===== src/rtl/alu_ctrl_pkg.sv =====
// Shared types and constants for the registered ALU control sequencer.
package alu_ctrl_pkg;

  typedef enum logic [1:0] {
    ST_IDLE = 2'd0,
    ST_RUN  = 2'd1,
    ST_DONE = 2'd2
  } state_e;

  localparam logic [1:0] ALU_OP_RTYPE = 2'b00;
  localparam logic [1:0] ALU_OP_SUB   = 2'b01;
  localparam logic [1:0] ALU_OP_10    = 2'b10;
  localparam logic [1:0] ALU_OP_ADD   = 2'b11;

  localparam int CTRL_OP01_DEF = 1;
  localparam int CTRL_OP10_DEF = 4;
  localparam int CTRL_OP11_DEF = 0;

endpackage


===== src/rtl/alu_ctrl_seq_if.sv =====
// Request/response bundle between main control and the ALU control sequencer.
interface alu_ctrl_seq_if #(
  parameter int FUNCT_W = 4,
  parameter int CTRL_W  = 4
) ();
  logic               in_valid;
  logic               in_ready;
  logic [1:0]         alu_op;
  logic [FUNCT_W-1:0] alu_funct;
  logic               flush;
  logic [CTRL_W-1:0]  alu_ctrl;
  logic               out_valid;
  logic               mc_start;
  logic               mc_busy;
  logic               mc_abort;

  modport master (
    output in_valid, alu_op, alu_funct, flush,
    input  in_ready, alu_ctrl, out_valid, mc_start, mc_busy, mc_abort
  );

  modport slave (
    input  in_valid, alu_op, alu_funct, flush,
    output in_ready, alu_ctrl, out_valid, mc_start, mc_busy, mc_abort
  );
endinterface


===== src/rtl/alu_op_decode.sv =====
// Combinational op/funct to ALU control code map, plus multi-cycle detection.
module alu_op_decode
  import alu_ctrl_pkg::*;
#(
  parameter int FUNCT_W   = 4,
  parameter int CTRL_W    = 4,
  parameter int CTRL_OP01 = CTRL_OP01_DEF,
  parameter int CTRL_OP10 = CTRL_OP10_DEF,
  parameter int CTRL_OP11 = CTRL_OP11_DEF
) (
  input  logic [1:0]         alu_op,
  input  logic [FUNCT_W-1:0] alu_funct,
  output logic [CTRL_W-1:0]  alu_ctrl,
  output logic               is_mc
);

  always_comb begin
    alu_ctrl = '0;
    is_mc    = 1'b0;
    case (alu_op)
      ALU_OP_RTYPE: begin
        alu_ctrl = CTRL_W'(alu_funct);
        // funct MSB marks the multiply/divide class
        is_mc    = alu_funct[FUNCT_W-1];
      end
      ALU_OP_SUB: alu_ctrl = CTRL_W'(CTRL_OP01);
      ALU_OP_10:  alu_ctrl = CTRL_W'(CTRL_OP10);
      ALU_OP_ADD: alu_ctrl = CTRL_W'(CTRL_OP11);
    endcase
  end

endmodule


===== src/rtl/alu_ctrl_seq.sv =====
// Registered ALU control decode with multi-cycle sequencing and ready/valid back-pressure.
//   state   | meaning
//   IDLE    | ready; single-cycle ops complete here at one per cycle
//   RUN     | multi-cycle op in flight, counter running down, pipeline stalled
//   DONE    | multi-cycle result final, out_valid pulses
module alu_ctrl_seq
  import alu_ctrl_pkg::*;
#(
  parameter int FUNCT_W   = 4,
  parameter int CTRL_W    = 4,
  parameter int MC_CYCLES = 32,
  parameter int CTRL_OP01 = CTRL_OP01_DEF,
  parameter int CTRL_OP10 = CTRL_OP10_DEF,
  parameter int CTRL_OP11 = CTRL_OP11_DEF
) (
  input logic           clk,
  input logic           rst_n,
  alu_ctrl_seq_if.slave bus
);

  localparam int CNT_W = $clog2(MC_CYCLES + 1);
  typedef logic [CNT_W-1:0] cnt_t;
  localparam cnt_t CNT_LOAD = cnt_t'(MC_CYCLES - 1);

  state_e            state_q, state_d;
  cnt_t              cnt_q, cnt_d;
  logic [CTRL_W-1:0] ctrl_q, ctrl_d;
  logic [CTRL_W-1:0] dec_ctrl;
  logic              dec_is_mc;
  logic              accept;
  logic              out_valid_q, out_valid_d;
  logic              mc_start_q, mc_start_d;
  logic              mc_busy_q, mc_busy_d;
  logic              mc_abort_q, mc_abort_d;

  alu_op_decode #(
    .FUNCT_W   (FUNCT_W),
    .CTRL_W    (CTRL_W),
    .CTRL_OP01 (CTRL_OP01),
    .CTRL_OP10 (CTRL_OP10),
    .CTRL_OP11 (CTRL_OP11)
  ) u_decode (
    .alu_op    (bus.alu_op),
    .alu_funct (bus.alu_funct),
    .alu_ctrl  (dec_ctrl),
    .is_mc     (dec_is_mc)
  );

  // ready depends on state alone so no combinational path exists from in_valid
  assign bus.in_ready = (state_q == ST_IDLE);
  assign accept       = bus.in_valid & bus.in_ready & ~bus.flush;

  always_ff @(posedge clk or negedge rst_n) begin
    if (!rst_n) begin
      state_q <= ST_IDLE;
    end else begin
      state_q <= state_d;
    end
  end

  always_comb begin
    state_d     = state_q;
    cnt_d       = cnt_q;
    ctrl_d      = ctrl_q;
    out_valid_d = 1'b0;
    mc_start_d  = 1'b0;
    mc_abort_d  = 1'b0;

    if (accept) begin
      ctrl_d = dec_ctrl;
    end

    case (state_q)
      ST_IDLE: begin
        if (accept) begin
          if (dec_is_mc) begin
            state_d    = ST_RUN;
            cnt_d      = CNT_LOAD;
            mc_start_d = 1'b1;
          end else begin
            out_valid_d = 1'b1;
          end
        end
      end
      ST_RUN: begin
        if (cnt_q == '0) begin
          state_d     = ST_DONE;
          out_valid_d = 1'b1;
        end else begin
          cnt_d = cnt_q - 1'b1;
        end
      end
      ST_DONE: state_d = ST_IDLE;
      default: state_d = ST_IDLE;
    endcase

    // flush overrides everything above, including a result about to be flagged
    if (bus.flush) begin
      state_d     = ST_IDLE;
      cnt_d       = '0;
      out_valid_d = 1'b0;
      mc_start_d  = 1'b0;
      mc_abort_d  = (state_q == ST_RUN);
    end

    mc_busy_d = (state_d == ST_RUN);
  end

  always_ff @(posedge clk or negedge rst_n) begin
    if (!rst_n) begin
      cnt_q       <= '0;
      ctrl_q      <= '0;
      out_valid_q <= 1'b0;
      mc_start_q  <= 1'b0;
      mc_busy_q   <= 1'b0;
      mc_abort_q  <= 1'b0;
    end else begin
      cnt_q       <= cnt_d;
      ctrl_q      <= ctrl_d;
      out_valid_q <= out_valid_d;
      mc_start_q  <= mc_start_d;
      mc_busy_q   <= mc_busy_d;
      mc_abort_q  <= mc_abort_d;
    end
  end

  assign bus.alu_ctrl  = ctrl_q;
  assign bus.out_valid = out_valid_q;
  assign bus.mc_start  = mc_start_q;
  assign bus.mc_busy   = mc_busy_q;
  assign bus.mc_abort  = mc_abort_q;

endmodule


===== src/flat_wrapper.sv =====
// flat-port wrapper written by rule: the top's interface ports become plain ports
module alu_ctrl_seq_flat import alu_ctrl_pkg::*;
#(
  parameter int FUNCT_W   = 4,
  parameter int CTRL_W    = 4,
  parameter int MC_CYCLES = 32,
  parameter int CTRL_OP01 = CTRL_OP01_DEF,
  parameter int CTRL_OP10 = CTRL_OP10_DEF,
  parameter int CTRL_OP11 = CTRL_OP11_DEF
)
  (clk, rst_n, bus_in_valid, bus_alu_op, bus_alu_funct, bus_flush, bus_in_ready, bus_alu_ctrl, bus_out_valid, bus_mc_start, bus_mc_busy, bus_mc_abort);
  alu_ctrl_seq_if #(.FUNCT_W(FUNCT_W), .CTRL_W(CTRL_W)) bus_i ();
  input logic clk;
  input logic rst_n;
  input wire logic [$bits(bus_i.in_valid)-1:0] bus_in_valid;
  input wire logic [$bits(bus_i.alu_op)-1:0] bus_alu_op;
  input wire logic [$bits(bus_i.alu_funct)-1:0] bus_alu_funct;
  input wire logic [$bits(bus_i.flush)-1:0] bus_flush;
  output wire logic [$bits(bus_i.in_ready)-1:0] bus_in_ready;
  output wire logic [$bits(bus_i.alu_ctrl)-1:0] bus_alu_ctrl;
  output wire logic [$bits(bus_i.out_valid)-1:0] bus_out_valid;
  output wire logic [$bits(bus_i.mc_start)-1:0] bus_mc_start;
  output wire logic [$bits(bus_i.mc_busy)-1:0] bus_mc_busy;
  output wire logic [$bits(bus_i.mc_abort)-1:0] bus_mc_abort;
  assign bus_i.in_valid = bus_in_valid;
  assign bus_i.alu_op = bus_alu_op;
  assign bus_i.alu_funct = bus_alu_funct;
  assign bus_i.flush = bus_flush;
  assign bus_in_ready = bus_i.in_ready;
  assign bus_alu_ctrl = bus_i.alu_ctrl;
  assign bus_out_valid = bus_i.out_valid;
  assign bus_mc_start = bus_i.mc_start;
  assign bus_mc_busy = bus_i.mc_busy;
  assign bus_mc_abort = bus_i.mc_abort;
  alu_ctrl_seq #(.FUNCT_W(FUNCT_W), .CTRL_W(CTRL_W), .MC_CYCLES(MC_CYCLES), .CTRL_OP01(CTRL_OP01), .CTRL_OP10(CTRL_OP10), .CTRL_OP11(CTRL_OP11)) u_core (.clk(clk), .rst_n(rst_n), .bus(bus_i));
endmodule

===== config.mk =====
export PLATFORM = sky130hd
export DESIGN_NAME = alu_ctrl_seq_flat
export DESIGN_NICKNAME = d
export VERILOG_FILES = /design/src/rtl/alu_ctrl_pkg.sv /design/src/rtl/alu_ctrl_seq_if.sv /design/src/rtl/alu_op_decode.sv /design/src/rtl/alu_ctrl_seq.sv /design/src/flat_wrapper.sv
export SDC_FILE = /design/constraint.sdc
export NUM_CORES = 1
export LEC_CHECK = 0
export CAP_MARGIN = 20
export CORE_AREA = 2 2 49 51
export CTS_BUF_LIST = sky130_fd_sc_hd__clkbuf_8
export CTS_CLUSTER_SIZE = 25
export DETAILED_ROUTE_END_ITERATION = 8
export DIE_AREA = 0 0 51 53
export PLACE_DENSITY = 0.59
export SYNTH_ARGS = -nofsm -noshare
export SYNTH_HDL_FRONTEND = slang
export SYNTH_SLANG_ARGS = --single-unit

===== constraint.sdc =====
create_clock -name clk -period 1.85 [get_ports clk]
set_input_delay 0.37 -clock clk [delete_from_list [all_inputs] [get_ports clk]]
set_output_delay 0.37 -clock clk [all_outputs]
set_load 0.005 [all_outputs]

* After elaboration in Yosys (flattened, before gate mapping)
Index checks and enable logic that the tools add are counted.
Storage, ports and cells: flip-flop bits (word level) 16, input bits 10, output and inout bits 9, word-level logic and storage cells 46
Cells by class: add/sub/neg operators 1, equality and inequality tests 8, mux-type cells 22, bitwise logic cells 3, reductions and logical operators 5
Operators with widths (number):
- 6-bit 2-to-1 mux | 4
- 4-bit one-hot mux with 4 select lines | 1
- 6-bit one-hot mux with 2 select lines | 1
- 1-bit 2-to-1 mux | 10
- 3-bit inequality test (second input constant) | 3
- 2-bit 2-to-1 mux | 4
- 2-bit by 1-bit == test with 1-bit output (second input constant) | 3
- 6-bit zero test | 1
- 6-bit by 1-bit subtractor with 6-bit output (second input constant) | 1
- 2-bit == test (second input constant) | 2
- 2-bit zero test | 2
- 2-bit one-hot mux with 2 select lines | 1
- 4-bit AND reduction | 1
- 3-bit nonzero test | 1
- 1-bit bitwise AND | 2
- 1-bit one-hot mux with 2 select lines | 1
- 1-bit NOT | 1

* Depth between registers and ports, before layout
word-level depth 7, gate-level depth with buffers 6, depth with buffers taken out 6

* Modules after synthesis
Synthesis repeated with hierarchy kept, for this count alone.
Unflattened totals: cell total of the unflattened synthesis 75, area total of the unflattened synthesis 829.5 µm²
Modules (own cells, without submodules):
- alu_ctrl_seq | instances 1, cells each 70, area an instance 787.0 µm², sequential area each 400.4 µm²
- alu_op_decode | instances 1, cells each 5, area an instance 42.5 µm², sequential area each 0.0 µm²

* Worst setup path after synthesis
OpenSTA, ideal clock, no wires.
kind reg2reg, start register u_core.cnt_q[0], end register u_core.cnt_q[5], data arrival time 1.587 ns, required time 1.772 ns, path slack 0.185 ns, cell stages (with the launch flop) 7, period minus slack after synthesis 1.665 ns, path through dfrtp_1 -> inv_1 -> ha_1 -> nor3b_1 -> a221o_1 -> or3_1 -> a21boi_1
On the way: word-level cells in the longest chain between the ends 4, elaborated cells on any way between the ends 7
RTL lines:
- start: declaration | line alu_ctrl_seq.sv:26 | cnt_t cnt_q, cnt_d;
- start signal: assignment | line alu_ctrl_seq.sv:118 | cnt_q <= cnt_d;
- 6-bit by 1-bit subtractor with 6-bit output | line alu_ctrl_seq.sv:90 | cnt_d = cnt_q - 1'b1;
- 6-bit 2-to-1 mux | line alu_ctrl_seq.sv:86 | if (cnt_q == '0) begin
- 6-bit one-hot mux with 2 select lines | line alu_ctrl_seq.sv:73 | case (state_q)
- 6-bit 2-to-1 mux | line alu_ctrl_seq.sv:98 | if (bus.flush) begin
Several ways; a longest one is shown, not always the timed one. The select of a mux whose other input is x is not followed. A chain may end at the register's enable or synchronous reset.

* Worst setup path after layout
start input port bus_alu_op[0], end register u_core.cnt_q[5]
On the way: word-level cells in the longest chain between the ends 4
RTL lines:
- start: declaration | line flat_wrapper.sv:16 | input wire logic [$bits(bus_i.alu_op)-1:0] bus_alu_op;
- 2-bit zero test | line alu_op_decode.sv:20 | case (alu_op)
- 1-bit 2-to-1 mux | line alu_op_decode.sv:20
- 3-bit inequality test (no source line)
- 4-bit AND reduction (no source line)
Every way passes these cells.

==> flow_results.org <==
** Status
- Run status :: finished clean

** Logic synthesis
- Counting distinct cell types in the post-synthesis netlist gives 26.
- Number of synthesis warnings :: 0
- Share of synthesized area spent on multiplexers :: 0%
- Top area cells in the synthesized netlist :: dfrtp_1, nor2_1, nand2_1, a311oi_1, a21oi_1
- Simple-gate portion of the synthesized area :: between 20% and 30%
- In this run, synthesis produced a sequential element count of 16.
- In this run the mean area of a mapped cell was about 10 um2.
- Share of the yosys chip area belonging to registers :: 55.2%
- Of the total synthesized cell area, the portion taken by full adders, half adders and majority gates is 1.72%.
- Area of the mapped netlist :: 726 um2
- Share of Yosys cell area claimed by the top area cell type :: 55.2%
- The biggest area contributor in the post-synthesis netlist is dfrtp_1.
- Share of the synthesized area in compound gates (AO/OA/AOI/OAI) :: a little under a fifth
- The synthesized netlist devotes 0% of its cell area to XOR and XNOR gates.
- Main combinational cell family by area after synthesis :: simple AND/OR/NAND/NOR gates
- Synthesis produced a netlist whose cell count is 72.
- Synthesized Nets :: 83

** Global route
- Antenna violations before repair :: 0
- Remaining Overflow, GRT :: 0
- Entering global routing, the biggest net connects 17 pins.
- Wire length of the first global-routing pass :: 2.66 mm
- Via count of the first global-routing pass :: 621
- Global routing used between 10% and 20% of the available tracks across all layers.

** Timing
- The tightest hold path in the finished design has a slack of 442 ps.
- For this run, the top clock speed supported by timing is 0.562 GHz.
- Final hold violation count :: 0
- Relative slew slack :: 73.5%
- Worst-Margin Slew :: 397 ps
- Unrepaired setup endpoints after global routing :: false
- Final setup violation count :: 0
- Final Slew Violations :: 0
- The clock period could shrink to roughly 1800 ps.
- Setup skew after layout :: between 5 and 6 ps
- Final critical-path share of the clock period :: 96.2%

** Route
- The highest layer touched by signal routing is met4.
- Violation count after the first detailed-route iteration :: 14
- Post-DRT Antenna Nets :: 0
- Number of design rule violations left after detail routing :: 0
- For this block, the routed nets add up to 1.67 mm of wire.
- For this block, wires on met1 add up to 761 um.
- Detailed routing inserted a total of 647 vias.
- After detailed routing, the met3 layer carries 103 um of wire.
- Detailed-route vias per instance :: roughly 5
- Wire segments on met2 add up to 769 um in the final route.
- Dividing the detail-routed wire length by the instance count gives around 13 um.
- Detailed Routing Iterations Pass 1 :: 4

** Layout
- The repair_antennas step left the layout with diodes totalling 0.
- Share of final-layout standard cells stronger than drive strength 1 :: 18.6%
- Final layout net count :: 114
- Final Util :: ~50%
- Layout overhead on the synthesized area :: 49.3%

** Floorplanning
- 19 I/O pins were placed.
- The die is 53 um tall.
- For this configuration, the core starts out at a cell density of between 30% and 40%.
- The region available for standard cell placement spans 0.00215 mm2.
- The die covers 0.00270 mm2.
- Width of the die :: around 50 um
- Number of core rows :: 17

** Placed design
- Placer congestion estimate :: 0.787
- Input/output buffers :: 18
- Detail Placement HPWL :: 1.18 mm

** Clock network
- CTS built an H-tree with a depth of 1.
- Clock latency on the worst-skew pair :: 250 ps
- Buffers inserted to repair hold after CTS numbered 0.
- Root Buffer :: clkbuf_8
- Clock-pin slew was measured on the worst setup and hold paths at 70 ps.
- Number of sinks on the clock net :: 16
- TritonCTS built the clock tree.
- Clock tree synthesis inserted a total of 3 buffers.
- In this run the deepest clock path goes through 2 buffers.

** Hold path
- Min-delay worst type :: in -> async

** Power and ir drop
- Power spread over the standard cell area amounts to 801 mW/mm2.
- Across the VDD grid, the largest voltage drop is 0.519 mV.
- Leakage power :: 0.000475 uW

** Critical path
- Sort of element at the end of the critical path :: flop
- Of all nets on the critical path, the largest fanout is 2.
- Data on the critical path is required at its endpoint by 2030 ps.
- Startpoint-to-endpoint class of the critical path :: in -> reg
- Worst setup SP type :: input port
- Signal arrival time at the worst endpoint :: 1960 ps

** Flow run
- The tool flagged a number of max-cap violations equal to 0.
[where the power goes]
group / leakage (uW) / switching [uW] / internal (uW) / total (uW)
combinational: 0.000230 / 73.8 / 96.7 / 171
sequential: 0.000216 / 18.3 / 374 / 392
clock: 0.0000288 / 117 / 189 / 305
total: 0.000475 / 209 / 659 / 868
[Yosys cell counts]
cell	number
o21bai_1	1
o31ai_1	2
nor3_1	1
a31o_2	1
nand2b_1	2
nor2_1	12
inv_1	4
o21ai_0	3
or3_4	1
and2_1	1
a21boi_1	1
nor3b_1	2
nand4bb_1	1
a221oi_1	1
nand2_1	8
a311oi_1	3
clkbuf_1	1
a41oi_1	1
a21oi_1	3
dfrtp_1	16
or3_1	2
a211oi_1	1
a221o_1	1
a21o_1	1
ha_1	1
nand3b_1	1
[area by class of cell]
class	instances	area (um2)
Multi-Input combinational cell	51	330
Inverter	4	15.0
Sequential cell	16	400
Clock buffer	4	55.1
Timing Repair Buffer	27	248
Fill cell	203	1060
Tap cell	28	35.0
[final timing paths]
kind / from / end / slack [ps] / depth (start not counted)
setup reg to reg: u_core.cnt_q[0] / u_core.cnt_q[5] / 90 / 6
hold / removal: rst_n / u_core.cnt_q[0] / 440 / 2
setup / recovery: bus_alu_op[0] / u_core.cnt_q[5] / 70 / 5
hold reg to reg: u_core.bus.alu_ctrl[2] / u_core.bus.alu_ctrl[2] / 470 / 2
min in group clk: u_core.bus.alu_ctrl[2] / u_core.bus.alu_ctrl[2] / 470 / 2
max in group asynchronous: rst_n / u_core.cnt_q[1] / 1220 / 2
[worst max-delay path: stages]
cell and delay [ps]:
clkdlybuf4s50_1 430, nand4bb_1 260, a221o_1 410, or3_1 360, a21boi_2 130
[stage by stage]
stage | area (um2) | setup WS [ps] | TNS (ps) | cells | total power, uW
6_report | 1080 | 69.6 | 0 | 130 | 868
5_1_grt | 1080 | 15.1 | 0 | 130 | 919
4_1_cts | 1060 | 22.0 | 0 | 129 | 868
3_5_place_dp | 997 | -172 | -674 | 125 | 556
3_3_place_gp | 997 | -85.1 | -290 | 125 | 554
2_1_floorplan | 726 | 185 | 0 | 72 | 466
[per-layer routing]
layer	vias up	track usage, %
li1	317	-
met1	300	16.4
met2	26	22.5
met3	4	2.54
met4	0	8.56
met5	-	0
[state kept, by name (all words and copies together), names as in the netlist]
signal,flops
u_core.bus.alu_ctrl,4
u_core.cnt_q,6
u_core.bus.mc_busy,1
u_core.bus.out_valid,1
u_core.state_q,2
u_core.bus.mc_start,1
u_core.bus.mc_abort,1
[cell usage in the layout (no fill, tap or decap), types with 2 or more instances in the layout]
master	netlist	final
a21oi_1	3	3
a311oi_1	3	3
buf_4	0	9
clkbuf_8	0	4
clkdlybuf4s50_1	0	18
dfrtp_1	16	16
inv_1	4	4
nand2_1	8	8
nand2b_1	2	2
nor2_1	12	11
o21ai_0	3	3
o31ai_1	2	2
or3_1	2	2
[logic make-up (layout without fill, tap and decap cells)]
family | after synthesis | in the layout
buffers and inverters | 5 | 35
AO/OA/AOI/OAI | 19 | 19
flip-flops | 16 | 16
AND/OR/NAND/NOR | 31 | 31
adder cells (fa/ha/maj) | 1 | 1
[timing repair]
action,CTS,global route
pin swaps,0,3
buffers inserted,0,1
resized for setup,1,4
setup endpoints to repair,1,5
Power figures use the tool's default switching activity.
